File: config.mk
export PLATFORM = sky130hd
export DESIGN_NAME = fetch_queue
export DESIGN_NICKNAME = d
export VERILOG_FILES = /design/src/rtl/riscv_pkg.sv /design/src/rtl/fq_fifo.sv /design/src/rtl/fetch_queue.sv
export SDC_FILE = /design/constraint.sdc
export NUM_CORES = 1
export LEC_CHECK = 0
export ABC_AREA = 1
export CAP_MARGIN = 10
export CORE_MARGIN = 2
export CORE_UTILIZATION = 52
export DETAILED_ROUTE_END_ITERATION = 12
export PLACE_DENSITY = 0.76
export SLEW_MARGIN = 20
export SYNTH_ARGS = -nofsm -noshare
export SYNTH_HDL_FRONTEND = slang
export SYNTH_SLANG_ARGS = --single-unit
File: constraint.sdc
create_clock -name clk -period 3.9 [get_ports clk]
set_input_delay 0.78 -clock clk [delete_from_list [all_inputs] [get_ports clk]]
set_output_delay 0.78 -clock clk [all_outputs]
set_load 0.02 [all_outputs]
File: src/rtl/riscv_pkg.sv
// rtl/riscv_pkg.sv - shared fetch widths, reset vector and fetch entry type
package riscv_pkg;

    localparam int WORD_BITWIDTH_DEF = 32;
    localparam logic [WORD_BITWIDTH_DEF-1:0] RESET_PC_DEF = 32'h0;

    typedef struct packed {
        logic [WORD_BITWIDTH_DEF-1:0] inst;
        logic [WORD_BITWIDTH_DEF-1:0] pc;
    } fetch_entry_t;

endpackage

File: src/rtl/fq_fifo.sv
// rtl/fq_fifo.sv - DEPTH-entry circular buffer with flush, full/empty/count
module fq_fifo #(
    parameter int WIDTH = 64,
    parameter int DEPTH = 4
) (
    input  logic                         clk,
    input  logic                         rst_n,
    input  logic                         flush_i,
    input  logic                         push_i,
    input  logic [WIDTH-1:0]             data_i,
    input  logic                         pop_i,
    output logic [WIDTH-1:0]             data_o,
    output logic                         full_o,
    output logic                         empty_o,
    output logic [$clog2(DEPTH+1)-1:0]   count_o
);

    localparam int PTR_W = $clog2(DEPTH);
    localparam int CNT_W = $clog2(DEPTH+1);

    logic [WIDTH-1:0] mem_q [DEPTH];
    logic [WIDTH-1:0] mem_d [DEPTH];
    logic [PTR_W-1:0] wr_ptr_q, wr_ptr_d;
    logic [PTR_W-1:0] rd_ptr_q, rd_ptr_d;
    logic [CNT_W-1:0] count_q, count_d;
    logic             do_push, do_pop;

    assign full_o  = (count_q == CNT_W'(DEPTH));
    assign empty_o = (count_q == '0);
    assign count_o = count_q;
    assign data_o  = mem_q[rd_ptr_q];

    always_comb begin
        do_push  = push_i && !full_o;
        do_pop   = pop_i && !empty_o;
        mem_d    = mem_q;
        wr_ptr_d = wr_ptr_q;
        rd_ptr_d = rd_ptr_q;
        count_d  = count_q;
        // Flush beats any push or pop in the same cycle.
        if (flush_i) begin
            wr_ptr_d = '0;
            rd_ptr_d = '0;
            count_d  = '0;
        end else begin
            if (do_push) begin
                mem_d[wr_ptr_q] = data_i;
                wr_ptr_d        = wr_ptr_q + PTR_W'(1);
            end
            if (do_pop) begin
                rd_ptr_d = rd_ptr_q + PTR_W'(1);
            end
            count_d = count_q + CNT_W'(do_push) - CNT_W'(do_pop);
        end
    end

    always_ff @(posedge clk) begin
        mem_q <= mem_d;
    end

    always_ff @(posedge clk or negedge rst_n) begin
        if (!rst_n) begin
            wr_ptr_q <= '0;
            rd_ptr_q <= '0;
            count_q  <= '0;
        end else begin
            wr_ptr_q <= wr_ptr_d;
            rd_ptr_q <= rd_ptr_d;
            count_q  <= count_d;
        end
    end

endmodule

File: src/rtl/fetch_queue.sv
// rtl/fetch_queue.sv - instruction fetch queue with redirect discard; FETCH_QUEUE_BYPASS_EN adds same-cycle bypass
module fetch_queue
    import riscv_pkg::*;
#(
    parameter int                       WORD_BITWIDTH = WORD_BITWIDTH_DEF,
    parameter int                       DEPTH         = 4,
    parameter logic [WORD_BITWIDTH-1:0] RESET_PC      = WORD_BITWIDTH'(RESET_PC_DEF)
) (
    input  logic                     clk,
    input  logic                     rst,
    output logic                     imem_req_o,
    output logic [WORD_BITWIDTH-1:0] imem_addr_o,
    input  logic                     imem_gnt_i,
    input  logic                     imem_rvalid_i,
    input  logic [WORD_BITWIDTH-1:0] imem_rdata_i,
    input  logic                     redirect_i,
    input  logic [WORD_BITWIDTH-1:0] redirect_pc_i,
    output logic                     inst_valid_o,
    output logic [WORD_BITWIDTH-1:0] inst_o,
    output logic [WORD_BITWIDTH-1:0] pc_o,
    input  logic                     inst_ready_i
);

    localparam int W     = WORD_BITWIDTH;
    localparam int CNT_W = $clog2(DEPTH+1);

    logic [W-1:0]     fetch_pc_q, fetch_pc_d;
    logic [CNT_W-1:0] outstanding_q, outstanding_d;
    logic [CNT_W-1:0] discard_q, discard_d;
    logic [CNT_W:0]   inflight;
    logic             grant, rsp_keep, bypass;
    logic             data_push, data_pop, data_empty, data_full;
    logic [CNT_W-1:0] data_count, pc_count;
    logic [2*W-1:0]   data_head;
    logic [W-1:0]     pc_head;
    logic             pc_full, pc_empty;
    logic             fifo_flags_unused;

    assign fifo_flags_unused = ^{pc_full, pc_empty, pc_count, data_full};

    // Queued plus in-flight words never exceed DEPTH, so a response always has a slot.
    assign inflight    = {1'b0, data_count} + {1'b0, outstanding_q};
    assign imem_req_o  = rst && !redirect_i && (inflight < (CNT_W+1)'(DEPTH));
    assign imem_addr_o = fetch_pc_q;
    assign grant       = imem_req_o && imem_gnt_i;
    assign rsp_keep    = rst && imem_rvalid_i && !redirect_i && (discard_q == '0);

`ifdef FETCH_QUEUE_BYPASS_EN
    assign bypass = rsp_keep && data_empty;
`else
    assign bypass = 1'b0;
`endif

    assign data_push = rsp_keep && !(bypass && inst_ready_i);
    assign data_pop  = inst_ready_i && !redirect_i;

    fq_fifo #(.WIDTH(2*W), .DEPTH(DEPTH)) u_data_fifo (
        .clk     (clk),
        .rst_n   (rst),
        .flush_i (redirect_i),
        .push_i  (data_push),
        .data_i  ({imem_rdata_i, pc_head}),
        .pop_i   (data_pop),
        .data_o  (data_head),
        .full_o  (data_full),
        .empty_o (data_empty),
        .count_o (data_count)
    );

    // Addresses of live (non-discarded) requests, matched to responses in order.
    fq_fifo #(.WIDTH(W), .DEPTH(DEPTH)) u_pc_fifo (
        .clk     (clk),
        .rst_n   (rst),
        .flush_i (redirect_i),
        .push_i  (grant),
        .data_i  (imem_addr_o),
        .pop_i   (rsp_keep),
        .data_o  (pc_head),
        .full_o  (pc_full),
        .empty_o (pc_empty),
        .count_o (pc_count)
    );

    always_comb begin
        inst_valid_o = !data_empty || bypass;
        inst_o       = '0;
        pc_o         = '0;
        if (!data_empty) begin
            inst_o = data_head[2*W-1:W];
            pc_o   = data_head[W-1:0];
        end else if (bypass) begin
            inst_o = imem_rdata_i;
            pc_o   = pc_head;
        end
    end

    always_comb begin
        fetch_pc_d    = fetch_pc_q;
        outstanding_d = outstanding_q + CNT_W'(grant) - CNT_W'(imem_rvalid_i);
        discard_d     = discard_q;
        if (redirect_i) begin
            // Everything still in flight after this cycle belongs to the old path.
            fetch_pc_d = {redirect_pc_i[W-1:2], 2'b00};
            discard_d  = outstanding_d;
        end else begin
            if (grant) begin
                fetch_pc_d = fetch_pc_q + W'(4);
            end
            if (imem_rvalid_i && (discard_q != '0)) begin
                discard_d = discard_q - CNT_W'(1);
            end
        end
    end

    always_ff @(posedge clk or negedge rst) begin
        if (!rst) begin
            fetch_pc_q    <= RESET_PC;
            outstanding_q <= '0;
            discard_q     <= '0;
        end else begin
            fetch_pc_q    <= fetch_pc_d;
            outstanding_q <= outstanding_d;
            discard_q     <= discard_d;
        end
    end

endmodule

==> results.env, run 1 <==
DIEHEIGHT_UM=188
WORST_PATH_LARGEST_CELL_DELAY_NS=0.67
MAX-SLEW-MARGIN-REL=0.363
TOTAL_CELL_AREA_AT_THE_PLACEMENT_STAGE_UM2=19800
SYNTH-COMPOUND-AREA-SHARE=0.0880
FIN_NETS=1823
POST_CTS_RESIZED=0
CTS_HOLD_BUF=0
VIAS_IN_THE_FIRST_GLOBAL_ROUTE=11695
TIMING.CRITICAL_PATH.FANOUT_MAX=125
P_LEAK_nW=7.69
RRSETUPSLACK_NS=0.99
SYNTH.LIB_CELLS_USED.DISTINCT=33
YOSYS_WARNINGS=0
WIRE_LENGTH_OF_THE_FIRST_GLOBAL_ROUTING_PASS_MM=61.5
IR_DROP_uV=330
DR.FIRST_ITER.DRC_COUNT=1064
ROOT_BUFFER='clkbuf_16'
COMB_POWER_FRAC=0.257
CRITICAL_PATH_REQUIRED_NS=3.12
SYNTHESIS.INSTANCES=1576
SYNTH_AREA_UM2=17600
SEQUENCE_OF_CELLS_ON_THE_CRITICAL_PATH='buf_12 -> nor2_1 -> nor2_1 -> o21ai_0 -> a21oi_1 -> clkdlybuf4s50_1'
FLOORPLAN.CORE_AREA_UM2=33400
NUMBER_OF_FLOPS_MAPPED_TO_ENABLE_CELLS_BY_YOSYS=368
POSTSYNTHREGISTERBITS=418
CRITPATHSLOWESTCELL='clkdlybuf4s50_1'
CTS-ROOT-TO-SINK-BUFFERS=3
POSTLAYOUTCELLAREA_UM2=21200
POWER.NET_SWITCHING_W=0.00385
DESIGN.DIE.AREA_UM2=35200
YS.FLOP_TYPE='edfxtp_1'
ROUTE.DETAILED.WL_PER_INST_UM=17.7
GRT.MET3_USAGE=0.0380
FIRST_PASS_ITERS=8
FINAL-HOLD-VIOLATION-COUNT=0
SYNTH_XOR_XNOR_AREA_SHARE=0.00649
TRITONCTS_NUM_SINKS=418
CLOCK_NETWORK_LATENCY_TO_THE_LATER_PIN_OF_THE_WORST_SKEW_PAIR_NS=0.53
CTS_TREE='yes'
GRT_OVERFLOW=0
ROUTE.VIAS.TOTAL=12001
POST_SYNTH_AND_OR_NAND_NOR_AREA_FRACTION=0.148
ROUTE.DETAILED.DRC=0
AREA_GROWTH_SYNTH_TO_FINISH_PCT=20.9
STARTPOINT_TYPE='register'
GRT.BUSIEST_LAYER='met2'
N_FILL_CELL=2537
CTS_BUF_COUNT=43
POWER.SHARE.SWITCHING=0.306
MET1_USAGE=0.301
FINAL_CORE_UTIL=0.636
ROUTED_VIA_DENSITY=5.43
GLOBALROUTEMET2UTIL=0.367
POST_ROUTE_CELLS_DRIVE_ABOVE_1_SHARE=0.0641
SYNTHDOMINANTCELLAREASHARE=0.629
ROUTE.FINAL.WIRE_LENGTH_MM=39.2
PLACE_WORST_SETUP_SLACK_NS=0.716
TIMING.SETUP.CRITICAL_PATH_CLASS='register to output port'
SYNTH_ADDER_AREA_SHARE=0.0170
CTS_POST_SETUP_BUFFERS_INSERTED=0
SEQ_POWER_SHARE=0.430
SLEW_WORST_PIN_NS=0.955
WORST_SETUP_HOLD_PATH_CLK_SLEW_NS=0.06
START_UTIL=0.526
MIN-DELAY-PATH-CLASS='input port to asynchronous set/reset pin'
BOUNDARYPINS=168
INTERNAL-POWER_W=0.00875
ANTENNA_CELLS=0
WORSTSETUPENDPOINTTYPE='output port'
GRT_ANTENNA_BEFORE_REPAIR=0
CLOCK.FMAX_GHz=0.282
SYNTH_TOP_CELL_BY_AREA='edfxtp_1'
FINAL_PERIOD_MINUS_WORST_SETUP_SLACK_NS=3.55
ASYNC_RESET_FF_FRAC=0.120
NUM_ROWS=67
DRTANTENNAVIOLNETS=0
SYNTH_TOP_CELLS_BY_AREA='edfxtp_1 63%, nor2_1 7.9%, dfrtp_1 7.1%, o21ai_0 5.5%, nand2_1 4.3%'
REPORT.FINAL.SETUP_VIOL=0
MAXSLEWVIOLCOUNT=0
GLOBALPLACE.CONGESTION=0.824
SYNTHMUXAREASHARE=0
BUFFER_PORTS.INSERTED=161
MAXIMUM_NUMBER_OF_PINS_ON_ONE_NET_BEFORE_GLOBAL_ROUTE_REPAIR=126
CTS.HTREE.LEVELS=2
FINALWORSTSETUPSLACK_NS=0.353
SYNTHESIS.AREA_PER_INSTANCE_UM2=11.1
GRT_SETUP_UNREPAIRED='no'
RUN_STATUS='completed'
SHARE_CLK_OF_TOTAL_POWER=0.313
FINALHOLDWORSTSLACK_NS=0.392
MAXCAPVIOLATIONS=0
POST_SYNTHESIS_SEQUENTIAL_AREA_RATIO=0.701
POWERDENSITY_nW_PER_UM2=594
SYNTH_TOP_FAMILY_BY_AREA='simple AND/OR/NAND/NOR gates'
TIMING.FINAL.CRIT_SHARE=0.910
GRT_UTIL_ALL_LAYERS=0.220
ARRIVAL_NS=2.77
WORST_CLOCK_SKEW_NS=0.0191
FP.DIEW_UM=188
CRIT_TOP_CELL='nor2_1'
HPWLAFTERDP_MM=23.6
layout make-up:
class | instances | area (um2) | area share
Sequential cell | 418 | 12300 | 0.580
Clock buffer | 59 | 1230 | 0.0579
Timing Repair Buffer | 189 | 2030 | 0.0956
Tap cell | 448 | 561 | 0.0264
Inverter | 88 | 330 | 0.0156
Clock inverter | 18 | 144 | 0.00678
Multi-Input combinational cell | 991 | 4620 | 0.218
kinds of logic (layout without fill, tap and decap cells):
logic type	after synthesis	count (layout)
AO/OA/AOI/OAI	297	297
XOR/XNOR	13	13
adder cells (fa/ha/maj)	22	22
buffers and inverters	170	354
flip-flops	418	418
other	1	4
AND/OR/NAND/NOR	655	655
layout by cell type (no fill, tap or decap), types with 4 or more instances in the layout:
master,Yosys,routed
a21oi_1,66,66
buf_12,0,17
buf_4,4,11
clkbuf_1,54,9
clkbuf_16,0,45
clkbuf_8,0,5
clkdlybuf4s50_1,0,160
clkinv_1,1,10
conb_1,1,4
dfrtp_1,50,48
edfxtp_1,368,368
ha_1,19,19
inv_1,83,83
inv_2,4,4
nand2_1,202,202
nand3_1,65,65
nor2_1,371,363
nor2_2,3,6
nor2_4,2,7
nor3_1,4,4
o21ai_0,193,193
o21bai_1,4,4
o22ai_1,30,30
xnor2_1,7,7
xor2_1,6,6
power by group through the flow:
stage / logic (W) / registers (W) / clock network (W)
after floorplan: 0.00174 / 0.00547 / 0
after global placement: 0.00317 / 0.00549 / 0
after detailed placement: 0.00324 / 0.00550 / 0
after CTS: 0.00326 / 0.00541 / 0.00399
after global routing: 0.00354 / 0.00545 / 0.00415
final: 0.00324 / 0.00542 / 0.00394
metrics by stage:
stage	total power [W]	TNS, ns	instances
after global placement	0.00866	0	2134
final	0.0126	0	2211
after CTS	0.0127	0	2211
after detailed placement	0.00874	0	2134
after global routing	0.0131	0	2211
after floorplan	0.00721	-121.30	1579
layer usage:
metal  routed length [um]  part of all wire
met2                18800              0.48
met3                 2950             0.075
met1                16600              0.42
met5                    0                 0
met4                  776             0.020
flip-flops by register name (all words and copies together) (netlist names):
name and cells:
discard_q 3, u_pc_fifo.wr_ptr_q 2, u_pc_fifo.count_o 3, outstanding_q 3, u_pc_fifo.rd_ptr_q 2, u_data_fifo.count_o 3, u_data_fifo.mem_q 248, imem_addr_o 30
u_data_fifo.rd_ptr_q 2, u_pc_fifo.mem_q 120, u_data_fifo.wr_ptr_q 2
synthesized netlist by cell type (5+ instances only):
| cell | instances |
|---|---|
| nand3_1 | 65 |
| o22ai_1 | 30 |
| xor2_1 | 6 |
| nand2_1 | 202 |
| inv_1 | 83 |
| edfxtp_1 | 368 |
| dfrtp_1 | 50 |
| a21oi_1 | 66 |
| buf_1 | 5 |
| xnor2_1 | 7 |
| ha_1 | 19 |
| o21ai_0 | 193 |
| clkbuf_1 | 54 |
| nor2_1 | 371 |
| buf_2 | 15 |
final timing paths:
path / from / to / depth (start not counted)
setup / recovery: u_data_fifo.rd_ptr_q[0] / pc_o[25] / 6
hold / removal: rst / discard_q[1] / 2
setup reg to reg: u_data_fifo.count_o[2] / u_data_fifo.count_o[2] / 13
hold reg to reg: discard_q[1] / discard_q[1] / 2
max in group asynchronous: rst / u_data_fifo.rd_ptr_q[0] / 2
min in group clk: discard_q[1] / discard_q[1] / 2
worst max-delay path: cells and delay by family, from the launching register on:
| family | cells | cell delay (ns) |
|---|---|---|
| and+or+nand+nor | 2 | 0.23 |
| AOI/OAI and AO/OA | 2 | 0.45 |
| buffers and inverters | 2 | 1.09 |
| DFF | 1 | 0.43 |
Note: power is estimated with default switching activity, not from simulation.
==> inputs of run 2 (changes only) <==
Settings changed: CTS_CLUSTER_SIZE set to 28, SKIP_LAST_GASP set to 1.
==> results of run 2 <==
Final layout, timing and power as in run 1 (identical DEF).
==> inputs of run 3 (changes only) <==
Settings changed: CAP_MARGIN 10 to not set.
==> results of run 3 <==
Final layout, timing and power as in run 1 (identical DEF).
